===== src/rtl/convolutional_decode_13_if.sv =====
// Symbol-in / bit-out handshake bundle for convolutional_decode_13.
//   sym_valid/sym_a/sym_b/sym_ready : received code symbol (out1, out2) from the slicer
//   bit_valid/bit_data/bit_err/bit_ready : decoded data bit plus parity-disagreement flag
// master = the side that sources symbols and sinks bits; slave = the decoder.
interface convolutional_decode_13_if;
  logic sym_valid;
  logic sym_a;
  logic sym_b;
  logic sym_ready;
  logic bit_valid;
  logic bit_data;
  logic bit_err;
  logic bit_ready;

  modport master (
    output sym_valid, sym_a, sym_b, bit_ready,
    input  sym_ready, bit_valid, bit_data, bit_err
  );

  modport slave (
    input  sym_valid, sym_a, sym_b, bit_ready,
    output sym_ready, bit_valid, bit_data, bit_err
  );
endinterface


===== src/rtl/convolutional_decode_13.sv =====
// Hard-decision, decision-feedback decoder for the rate-1/2, 13-stage
// convolutional code. Each accepted symbol yields one data bit (recovered
// from the out1 stream) and an error flag when the out2 stream disagrees.
// Ports:
//   clock, reset : rising-edge clock, synchronous active-high reset
//   restart      : one-cycle pulse, leaves FAULT and clears decode history
//   s            : symbol input / decoded bit output handshake (slave side)
//   fault        : high while in FAULT
//   err_count    : saturating count of errored symbols since reset
module convolutional_decode_13 #(
  parameter int ERR_LIMIT = 4,
  parameter int CNT_W     = 16
) (
  input  logic                     clock,
  input  logic                     reset,
  input  logic                     restart,
  convolutional_decode_13_if.slave s,
  output logic                     fault,
  output logic [CNT_W-1:0]         err_count
);

  typedef enum logic {RUN = 1'b0, FAULT = 1'b1} state_t;

  state_t           state_q, state_d;
  logic [12:1]      h_q, h_d;            // h_q[1] is the most recently decoded bit
  logic [3:0]       run_q, run_d;        // consecutive errored symbols
  logic [CNT_W-1:0] err_count_q, err_count_d;
  logic             bit_valid_q, bit_valid_d;
  logic             bit_data_q, bit_data_d;
  logic             bit_err_q, bit_err_d;

  logic p1, p2, err;
  logic accept, decode, hit_limit;

  // Strip the known contribution of past data from each parity stream; what is
  // left in each is the current data bit, so the two must agree.
  assign p1  = s.sym_a ^ h_q[4] ^ h_q[6] ^ h_q[8] ^ h_q[9] ^ h_q[11] ^ h_q[12];
  assign p2  = s.sym_b ^ h_q[1] ^ h_q[2] ^ h_q[3] ^ h_q[4] ^ h_q[5] ^ h_q[7]
             ^ h_q[8] ^ h_q[12];
  assign err = p1 ^ p2;

  assign accept = s.sym_valid & s.sym_ready;
  // A symbol arriving with restart, or while faulted, is consumed but dropped.
  assign decode = accept & (state_q == RUN) & !restart;
  // run never exceeds ERR_LIMIT-1 in RUN, so the 4-bit sum cannot wrap.
  assign hit_limit = decode & err & ((run_q + 4'd1) == 4'(ERR_LIMIT));

  // State register
  always_ff @(posedge clock) begin
    if (reset) begin
      state_q     <= RUN;
      h_q         <= '0;
      run_q       <= '0;
      err_count_q <= '0;
      bit_valid_q <= 1'b0;
      bit_data_q  <= 1'b0;
      bit_err_q   <= 1'b0;
    end else begin
      state_q     <= state_d;
      h_q         <= h_d;
      run_q       <= run_d;
      err_count_q <= err_count_d;
      bit_valid_q <= bit_valid_d;
      bit_data_q  <= bit_data_d;
      bit_err_q   <= bit_err_d;
    end
  end

  // Next-state logic
  always_comb begin
    state_d = state_q;
    case (state_q)
      RUN:     if (hit_limit) state_d = FAULT;
      FAULT:   if (restart)   state_d = RUN;
      default: state_d = RUN;
    endcase
  end

  // Outputs
  always_comb begin
    // Faulted: swallow symbols unconditionally so the upstream never stalls.
    s.sym_ready = (state_q == FAULT) | !bit_valid_q | s.bit_ready;
    fault       = (state_q == FAULT);
    s.bit_valid = bit_valid_q;
    s.bit_data  = bit_data_q;
    s.bit_err   = bit_err_q;
    err_count   = err_count_q;
  end

  // Datapath: history, counters and the single-entry output register
  always_comb begin
    h_d         = h_q;
    run_d       = run_q;
    err_count_d = err_count_q;
    bit_valid_d = bit_valid_q & !s.bit_ready;
    bit_data_d  = bit_data_q;
    bit_err_d   = bit_err_q;
    if (restart) begin
      h_d   = '0;
      run_d = '0;
    end else if (decode) begin
      h_d         = {h_q[11:1], p1};
      bit_valid_d = 1'b1;
      bit_data_d  = p1;
      bit_err_d   = err;
      if (err) begin
        run_d = run_q + 4'd1;
        if (err_count_q != '1) err_count_d = err_count_q + CNT_W'(1);
      end else begin
        run_d = '0;
      end
    end
  end

endmodule


===== src/flat_wrapper.sv =====
// flat-port wrapper written by rule: the top's interface ports become plain ports
module convolutional_decode_13_flat 
#(
  parameter int ERR_LIMIT = 4,
  parameter int CNT_W     = 16
)
  (clock, reset, restart, fault, err_count, s_sym_valid, s_sym_a, s_sym_b, s_bit_ready, s_sym_ready, s_bit_valid, s_bit_data, s_bit_err);
  convolutional_decode_13_if s_i ();
  input  logic clock;
  input  logic reset;
  input  logic restart;
  output logic fault;
  output logic [CNT_W-1:0] err_count;
  input wire logic [$bits(s_i.sym_valid)-1:0] s_sym_valid;
  input wire logic [$bits(s_i.sym_a)-1:0] s_sym_a;
  input wire logic [$bits(s_i.sym_b)-1:0] s_sym_b;
  input wire logic [$bits(s_i.bit_ready)-1:0] s_bit_ready;
  output wire logic [$bits(s_i.sym_ready)-1:0] s_sym_ready;
  output wire logic [$bits(s_i.bit_valid)-1:0] s_bit_valid;
  output wire logic [$bits(s_i.bit_data)-1:0] s_bit_data;
  output wire logic [$bits(s_i.bit_err)-1:0] s_bit_err;
  assign s_i.sym_valid = s_sym_valid;
  assign s_i.sym_a = s_sym_a;
  assign s_i.sym_b = s_sym_b;
  assign s_i.bit_ready = s_bit_ready;
  assign s_sym_ready = s_i.sym_ready;
  assign s_bit_valid = s_i.bit_valid;
  assign s_bit_data = s_i.bit_data;
  assign s_bit_err = s_i.bit_err;
  convolutional_decode_13 #(.ERR_LIMIT(ERR_LIMIT), .CNT_W(CNT_W)) u_core (.clock(clock), .reset(reset), .restart(restart), .s(s_i), .fault(fault), .err_count(err_count));
endmodule

===== config.mk =====
export PLATFORM = sky130hd
export DESIGN_NAME = convolutional_decode_13_flat
export DESIGN_NICKNAME = d
export VERILOG_FILES = /design/src/rtl/convolutional_decode_13_if.sv /design/src/rtl/convolutional_decode_13.sv /design/src/flat_wrapper.sv
export SDC_FILE = /design/constraint.sdc
export NUM_CORES = 1
export LEC_CHECK = 0
export ABC_AREA = 1
export CORE_MARGIN = 2
export CORE_UTILIZATION = 50
export DETAILED_ROUTE_END_ITERATION = 10
export PLACE_DENSITY_LB_ADDON = 0.08
export SLEW_MARGIN = 20
export SYNTH_ARGS = -nofsm -noshare
export SYNTH_HDL_FRONTEND = slang
export SYNTH_SLANG_ARGS = --single-unit

===== constraint.sdc =====
create_clock -name clock -period 1.85 [get_ports clock]
set_input_delay 0.37 -clock clock [delete_from_list [all_inputs] [get_ports clock]]
set_output_delay 0.37 -clock clock [all_outputs]
set_load 0.01 [all_outputs]

==> results.py, run 1 <==
metrics = {
    "clock_tree": {
        "cts_root_buf": "clkbuf_8",
        "cts_buffers": 5,
        "clkSlewWorstSetupHoldPaths_ns": 0.07,
        "cts_resized": 0,
        "h-tree-depth": 2,
        "cts_tree": "done",
        "clk_path_buf_depth": 2,
        "clk_latency_ns": 0.29,
        "cts_setup_buffers": 0,
        "clock-sinks": 36,
        "ctsHoldBuffers": 0,
    },
    "floorplan": {
        "rows": 23,
        "die_w_um": 68.1,
        "die-area_sq_mm": 0.00463,
        "io_pins": 28,
        "die_height_um": 68.1,
        "core_sq_mm": 0.00397,
        "start_util": 0.517,
    },
    "yosys": {
        "synthTopCellsByArea": "dfxtp_1 (35%), nand2_1 (13%), a21oi_1 (6.6%), inv_1 (6.2%), xor2_1 (5.5%)",
        "synthXorXnorAreaFrac": 0.0768,
        "synthesis.area_sq_mm": 0.00205,
        "yosysWarnings": 0,
        "avgSynthCellArea_sq_um": 6.98,
        "muxShareOfSynthArea": 0,
        "synth_top_cell_by_area": "dfxtp_1",
        "synthAdderAreaFrac": 0.0122,
        "syn_inst": 294,
        "yosys.area.top_type_share": 0.351,
        "synth_nets": 303,
        "yosys.area_share.simple": 0.337,
        "synth_cell_types": 28,
        "ys_seq_area_frac": 0.351,
        "ys_ff_latch": 36,
        "synth_top_family_by_area": "simple AND/OR/NAND/NOR gates",
        "synth-compound-area-share": 0.127,
    },
    "detailed_routing": {
        "drt_iter0_markers": 122,
        "vias": 1969,
        "avgRoutedWirePerCell_um": 12.5,
        "dr.pass1.iters": 4,
        "drc": 0,
        "antenna_left": 0,
        "drt-total-wl_um": 4820,
        "vias_per_cell": 5.10,
    },
    "sta": {
        "setup_viol": 0,
        "relSlewSlack": 0.710,
        "holdWs_ns": 0.465,
        "fin_crit_sh": 0.931,
        "hold_viol_final": 0,
        "timing.fmax_ghz": 0.580,
        "tightest_slew_ns": 0.431,
        "maxSlewViolCount": 0,
        "skew_ns": 0.00489,
        "tns_ns": 0,
        "rsz0062_at_grt": "false",
        "post-route-min-period_ns": 1.72,
    },
    "worst_setup_path": {
        "worstPathArrival_ns": 1.35,
        "crit_buf_inv": 1,
        "worst-setup-path-type": "flop to output pin",
        "worstReg2RegEnd": "u_core.err_count[8]",
        "cpPeakStageDelay_ns": 0.59,
        "cp-end-kind": "output pin",
        "cp.depth": 1,
        "worstPathRequired_ns": 1.48,
        "crit_chain": "clkdlybuf4s50_1",
        "crit_slowest_cell": "clkdlybuf4s50_1",
        "rr_startpoint": "u_core.h_q[11]",
        "worst-r2r-setup-slack_ns": 0.16,
        "ff2ff_path_depth": 15,
        "critPathMaxFanout": 8,
        "start_kind": "flop",
        "crit_family": "buffers and inverters",
    },
    "global_routing": {
        "gr-usage-all-layers": 0.229,
        "grt_pass1_wl_um": 7860,
        "grt_pass1_vias": 1680,
        "grt_max_degree": 22,
        "gr-total-overflow": 0,
        "antenna_found_initial": 0,
    },
    "finish": {
        "diodes": 0,
        "num-nets-final": 344,
        "post-route-util": 0.664,
        "areaGrowthSynthToFinish_pct": 28.5,
        "fill_cells": 377,
        "final_area_sq_mm": 0.00264,
        "drive_gt1_frac": 0.179,
    },
    "power": {
        "switching_share": 0.261,
        "pwr-share-clk": 0.392,
        "combPwrFrac": 0.154,
        "p_per_area_mw_per_mm2": 675,
        "power_switching_w": 0.000464,
        "p_leak_nw": 1.03,
        "p_int_w": 0.00131,
        "total_power_w": 0.00178,
        "ir_drop_mv": 0.521,
        "p_seq_frac": 0.454,
    },
    "place": {
        "dp_hpwl_um": 3490,
        "port_buffers": 27,
        "place_congestion": 0.936,
        "placed_cell_area_sq_mm": 0.00247,
    },
    "hold_path": {
        "holdPathStages": 2,
        "min_to": "u_core.s.bit_err",
        "min_path_type": "flop to flop",
        "hold_path_startpoint": "u_core.s.bit_err",
    },
    "status": {
        "status": "complete, no violations",
    },
    "run": {
        "cap_violations": 0,
    },
}
==> cell type report <==
| class | instances | area [sq um] | share of cell area |
|---|---|---|---|
| clock buffers | 6 | 72.6 | 0.0275 |
| repair buffers | 43 | 438 | 0.166 |
| flip-flops and latches | 36 | 723 | 0.274 |
| multi-input cells | 210 | 1160 | 0.439 |
| clock inverters | 2 | 35.0 | 0.0133 |
| well taps | 50 | 62.6 | 0.0237 |
| inverters | 39 | 146 | 0.0555 |
==> per-stage QoR <==
stage                     instances  setup slack, ns
after floorplan                 294            0.155
after global placement          377           -0.209
after detailed placement        377           -0.269
after CTS                       385          0.00778
after global routing            386          0.00284
final                           386            0.127
==> Yosys cell counts, drive strengths merged <==
library cell	count
o21ai	13
nor2	22
nand3b	1
xor2	13
ha	2
o21a	1
buf	4
nand3	29
clkbuf	5
and3	1
dfxtp	36
a21oi	33
nor3	3
nor4	2
nand4	7
inv	39
nand2	78
xnor2	5
==> cell usage in the layout (no fill, tap or decap), types with 2 or more instances in the layout <==
| cell | synthesis | final |
|---|---|---|
| inv_1 | 34 | 34 |
| nand4_1 | 5 | 5 |
| clkdlybuf4s50_1 | 0 | 25 |
| dfxtp_2 | 0 | 2 |
| clkbuf_8 | 0 | 5 |
| nand2_2 | 7 | 9 |
| xnor2_1 | 5 | 5 |
| nand4_2 | 2 | 2 |
| a21oi_1 | 27 | 26 |
| nor2_2 | 0 | 3 |
| a21oi_2 | 6 | 7 |
| nor3_1 | 3 | 3 |
| dlymetal6s2s_1 | 0 | 2 |
| nand3_1 | 21 | 21 |
| nand3_2 | 8 | 7 |
| nor4_1 | 2 | 2 |
| buf_12 | 0 | 2 |
| inv_2 | 5 | 5 |
| dfxtp_1 | 36 | 34 |
| o21ai_0 | 12 | 12 |
| ha_1 | 2 | 2 |
| nor2_1 | 21 | 18 |
| nand2_1 | 71 | 69 |
| buf_4 | 1 | 13 |
| xor2_1 | 13 | 13 |
==> registers in the layout, indices dropped and copies added, names as in the netlist <==
| name | flops |
|---|---|
| u_core.s.bit_valid | 1 |
| u_core.run_q | 4 |
| u_core.s.bit_err | 1 |
| u_core.fault | 1 |
| u_core.h_q | 12 |
| u_core.s.bit_data | 1 |
| u_core.err_count | 16 |
==> kinds of logic (layout without fill, tap and decap cells) <==
group | count (synthesis) | in the layout
simple gates | 143 | 143
buf+inv | 48 | 90
compound gates | 47 | 47
flops | 36 | 36
xor+xnor | 18 | 18
fa+ha+maj | 2 | 2
==> routing by layer <==
metal  vias up  track usage  wire length [um]
li1       1022            -                 -
met1       909        0.321              2460
met2        34        0.336              2130
met3         4       0.0493               164
met4         0       0.0975                57
met5         -            0                 0
==> power by group through the flow <==
| stage | sequential (W) | combinational, W | clock (W) |
|---|---|---|---|
| 2_1_floorplan | 0.000828 | 0.000154 | 0 |
| 3_3_place_gp | 0.000824 | 0.000249 | 0 |
| 3_5_place_dp | 0.000824 | 0.000254 | 0 |
| 4_1_cts | 0.000806 | 0.000255 | 0.000712 |
| 5_1_grt | 0.000810 | 0.000306 | 0.000733 |
| 6_report | 0.000807 | 0.000274 | 0.000697 |
==> worst max path at each step <==
stage | from | to | slack, ns
4_1_cts | s_bit_ready | s_sym_ready | 0.008
3_5_place_dp | s_sym_a | u_core.err_count[14] | -0.27
2_1_floorplan | u_core.err_count[0] | u_core.err_count[12] | 0.16
5_1_grt | u_core.h_q[8] | u_core.err_count[13] | 0.003
6_report | u_core.err_count[2] | err_count[2] | 0.13
3_3_place_gp | s_sym_a | u_core.err_count[15] | -0.21
Power figures use the tool's default switching activity.
==> run 2: changes to the inputs <==
CORE_UTILIZATION = 45   (was 50)
SETUP_SLACK_MARGIN = 0.2   (was unset)
==> results.py, run 2 (synthesis results as in run 1) <==
metrics = {
    "power": {
        "p_leak_nw": 1.13,
        "p_int_w": 0.00126,
        "total_power_w": 0.00175,
        "p_seq_frac": 0.463,
        "pwr-share-clk": 0.337,
        "power_switching_w": 0.000489,
        "combPwrFrac": 0.200,
        "ir_drop_mv": 0.438,
        "switching_share": 0.280,
        "p_per_area_mw_per_mm2": 610,
    },
    "sta": {
        "post-route-min-period_ns": 1.75,
        "tightest_slew_ns": 0.415,
        "tns_ns": 0,
        "rsz0062_at_grt": "true",
        "setup_viol": 0,
        "maxSlewViolCount": 0,
        "hold_viol_final": 0,
        "skew_ns": 0.00518,
        "relSlewSlack": 0.721,
        "timing.fmax_ghz": 0.573,
        "fin_crit_sh": 0.943,
    },
    "global_routing": {
        "grt_pass1_vias": 1922,
        "grt.met1_usage": 0.306,
        "grt_busiest_layer": "met2",
        "gr-usage-all-layers": 0.214,
        "met2_usage": 0.330,
        "grt_max_degree": 22,
        "met3_usage": 0.0380,
        "grt_pass1_wl_um": 8740,
        "antenna_found_initial": 0,
        "gr-total-overflow": 0,
    },
    "detailed_routing": {
        "dr.pass1.iters": 4,
        "drc": 0,
        "vias_per_cell": 5.17,
        "drt-total-wl_um": 5220,
        "antenna_left": 0,
        "vias": 2027,
        "drt_iter0_markers": 135,
        "avgRoutedWirePerCell_um": 13.3,
    },
    "clock_tree": {
        "clk_path_buf_depth": 2,
        "clkSlewWorstSetupHoldPaths_ns": 0.07,
        "cts_buffers": 5,
        "clock-sinks": 36,
        "clk_latency_ns": 0.29,
        "h-tree-depth": 2,
        "cts_root_buf": "clkbuf_8",
        "cts_tree": "done",
    },
    "place": {
        "place_congestion": 0.896,
        "dp_hpwl_um": 3430,
        "port_buffers": 27,
    },
    "run": {
        "cap_violations": 0,
    },
    "floorplan": {
        "start_util": 0.468,
        "io_pins": 28,
        "die_height_um": 71.5,
        "die_w_um": 71.5,
        "rows": 24,
        "core_sq_mm": 0.00438,
        "die-area_sq_mm": 0.00512,
    },
    "worst_setup_path": {
        "worstPathArrival_ns": 1.92,
        "crit_chain": "inv_4 -> nand2_2 -> nand2_1 -> nand2_1 -> nand2_2 -> inv_2 -> nand2_2 -> nand3_4 -> nand2_2 -> nand2_4 -> buf_12 -> nand4_4 -> clkbuf_16 -> nand2_2 -> a21oi_2",
        "worstPathRequired_ns": 2.03,
        "cpPeakStageDelay_ns": 0.37,
        "crit_family": "simple AND/OR/NAND/NOR gates",
        "crit_buf_inv": 4,
        "worst-setup-path-type": "flop to flop",
        "crit_slowest_cell": "dfxtp_4",
        "crit_top_cell": "nand2_2",
        "cp-end-kind": "flop",
        "start_kind": "flop",
        "critPathMaxFanout": 5,
    },
    "finish": {
        "areaGrowthSynthToFinish_pct": 39.5,
        "diodes": 0,
        "drive_gt1_frac": 0.318,
        "layout_commonest_cell": "nand2_1",
        "num-nets-final": 348,
        "layout_common_cells": "nand2_1 (52), inv_1 (32), a21oi_1 (23), nand3_1 (20), clkdlybuf4s50_1 (20)",
        "largest_reg_flops": 16,
        "fill_cells": 372,
    },
    "status": {
        "status": "complete, no violations",
    },
    "hold_path": {
        "min_path_type": "flop to flop",
    },
}
[run 2: cell types whose count changed in the layout (fill, tap and decap cells not counted), moves of 3 or more]
cell and change:
nand2_2 +10, nand2_1 -17, dfxtp_1 -19, clkdlybuf4s50_1 -5
a21oi_1 -3, a21oi_2 +3, nand2_4 +7, dfxtp_4 +3
dlygate4sd2_1 +5, dfxtp_2 +16
[run 2: metrics by stage]
| stage | instance area, sq um | instances | util | setup slack, ns | hold WS (ns) |
|---|---|---|---|---|---|
| 6_report | 2860 | 392 | 0.653 | 0.105 | 0.464 |
| 5_1_grt | 2860 | 392 | 0.653 | 0.0152 | 0.518 |
| 4_1_cts | 2750 | 391 | 0.628 | 0.127 | 0.469 |
| 3_5_place_dp | 2450 | 377 | 0.559 | -0.330 | 0.458 |
| 3_3_place_gp | 2450 | 377 | 0.559 | -0.260 | 0.452 |
| 2_1_floorplan | 2060 | 294 | - | 0.251 | 0.454 |
[run 2: layer usage]
metal | vias up | wire length [um]
li1 | 1045 | -
met1 | 926 | 2610
met2 | 49 | 2330
met3 | 7 | 220
met4 | 0 | 56
met5 | - | 0
[run 2: what timing repair did]
action                                  in CTS  in global routing
pin swaps                                   13                 20
resized for setup                           44                 38
hold buffers                                 0                  0
setup buffers                                4                  1
cloned                                       2                  0
endpoints found under the setup margin      28                 33
[run 2: worst paths after layout]
| check | start | endpoint | slack (ns) | depth (start not counted) |
|---|---|---|---|---|
| max | u_core.h_q[4] | u_core.err_count[7] | 0.10 | 15 |
| min reg2reg | u_core.s.bit_err | u_core.s.bit_err | 0.46 | 2 |
| min | u_core.s.bit_err | u_core.s.bit_err | 0.46 | 2 |
| max reg2reg | u_core.h_q[4] | u_core.err_count[7] | 0.10 | 15 |
[run 2: worst min-delay path, delay by kind of cell, from the launching register on]
| family | cells | cell delay, ns |
|---|---|---|
| AO/OA/AOI/OAI | 1 | 0.05 |
| AND/OR/NAND/NOR | 1 | 0.06 |
| flip-flops | 1 | 0.31 |
[run 2: power by group through the flow]
| stage | clock (W) | combinational (W) | sequential (W) |
|---|---|---|---|
| floorplan | 0 | 0.000154 | 0.000829 |
| global placement | 0 | 0.000235 | 0.000826 |
| detailed placement | 0 | 0.000238 | 0.000826 |
| CTS | 0.000597 | 0.000332 | 0.000809 |
| global route | 0.000637 | 0.000379 | 0.000811 |
| finish | 0.000589 | 0.000350 | 0.000808 |
[run 2: area by class of cell]
class,instances,area (sq um),area share
repair buffers,47,504,0.176
multi-input cells,210,1300,0.453
clock buffers,8,90.1,0.0315
flip-flops and latches,36,754,0.264
inverters,39,151,0.0529
well taps,52,65.1,0.0227
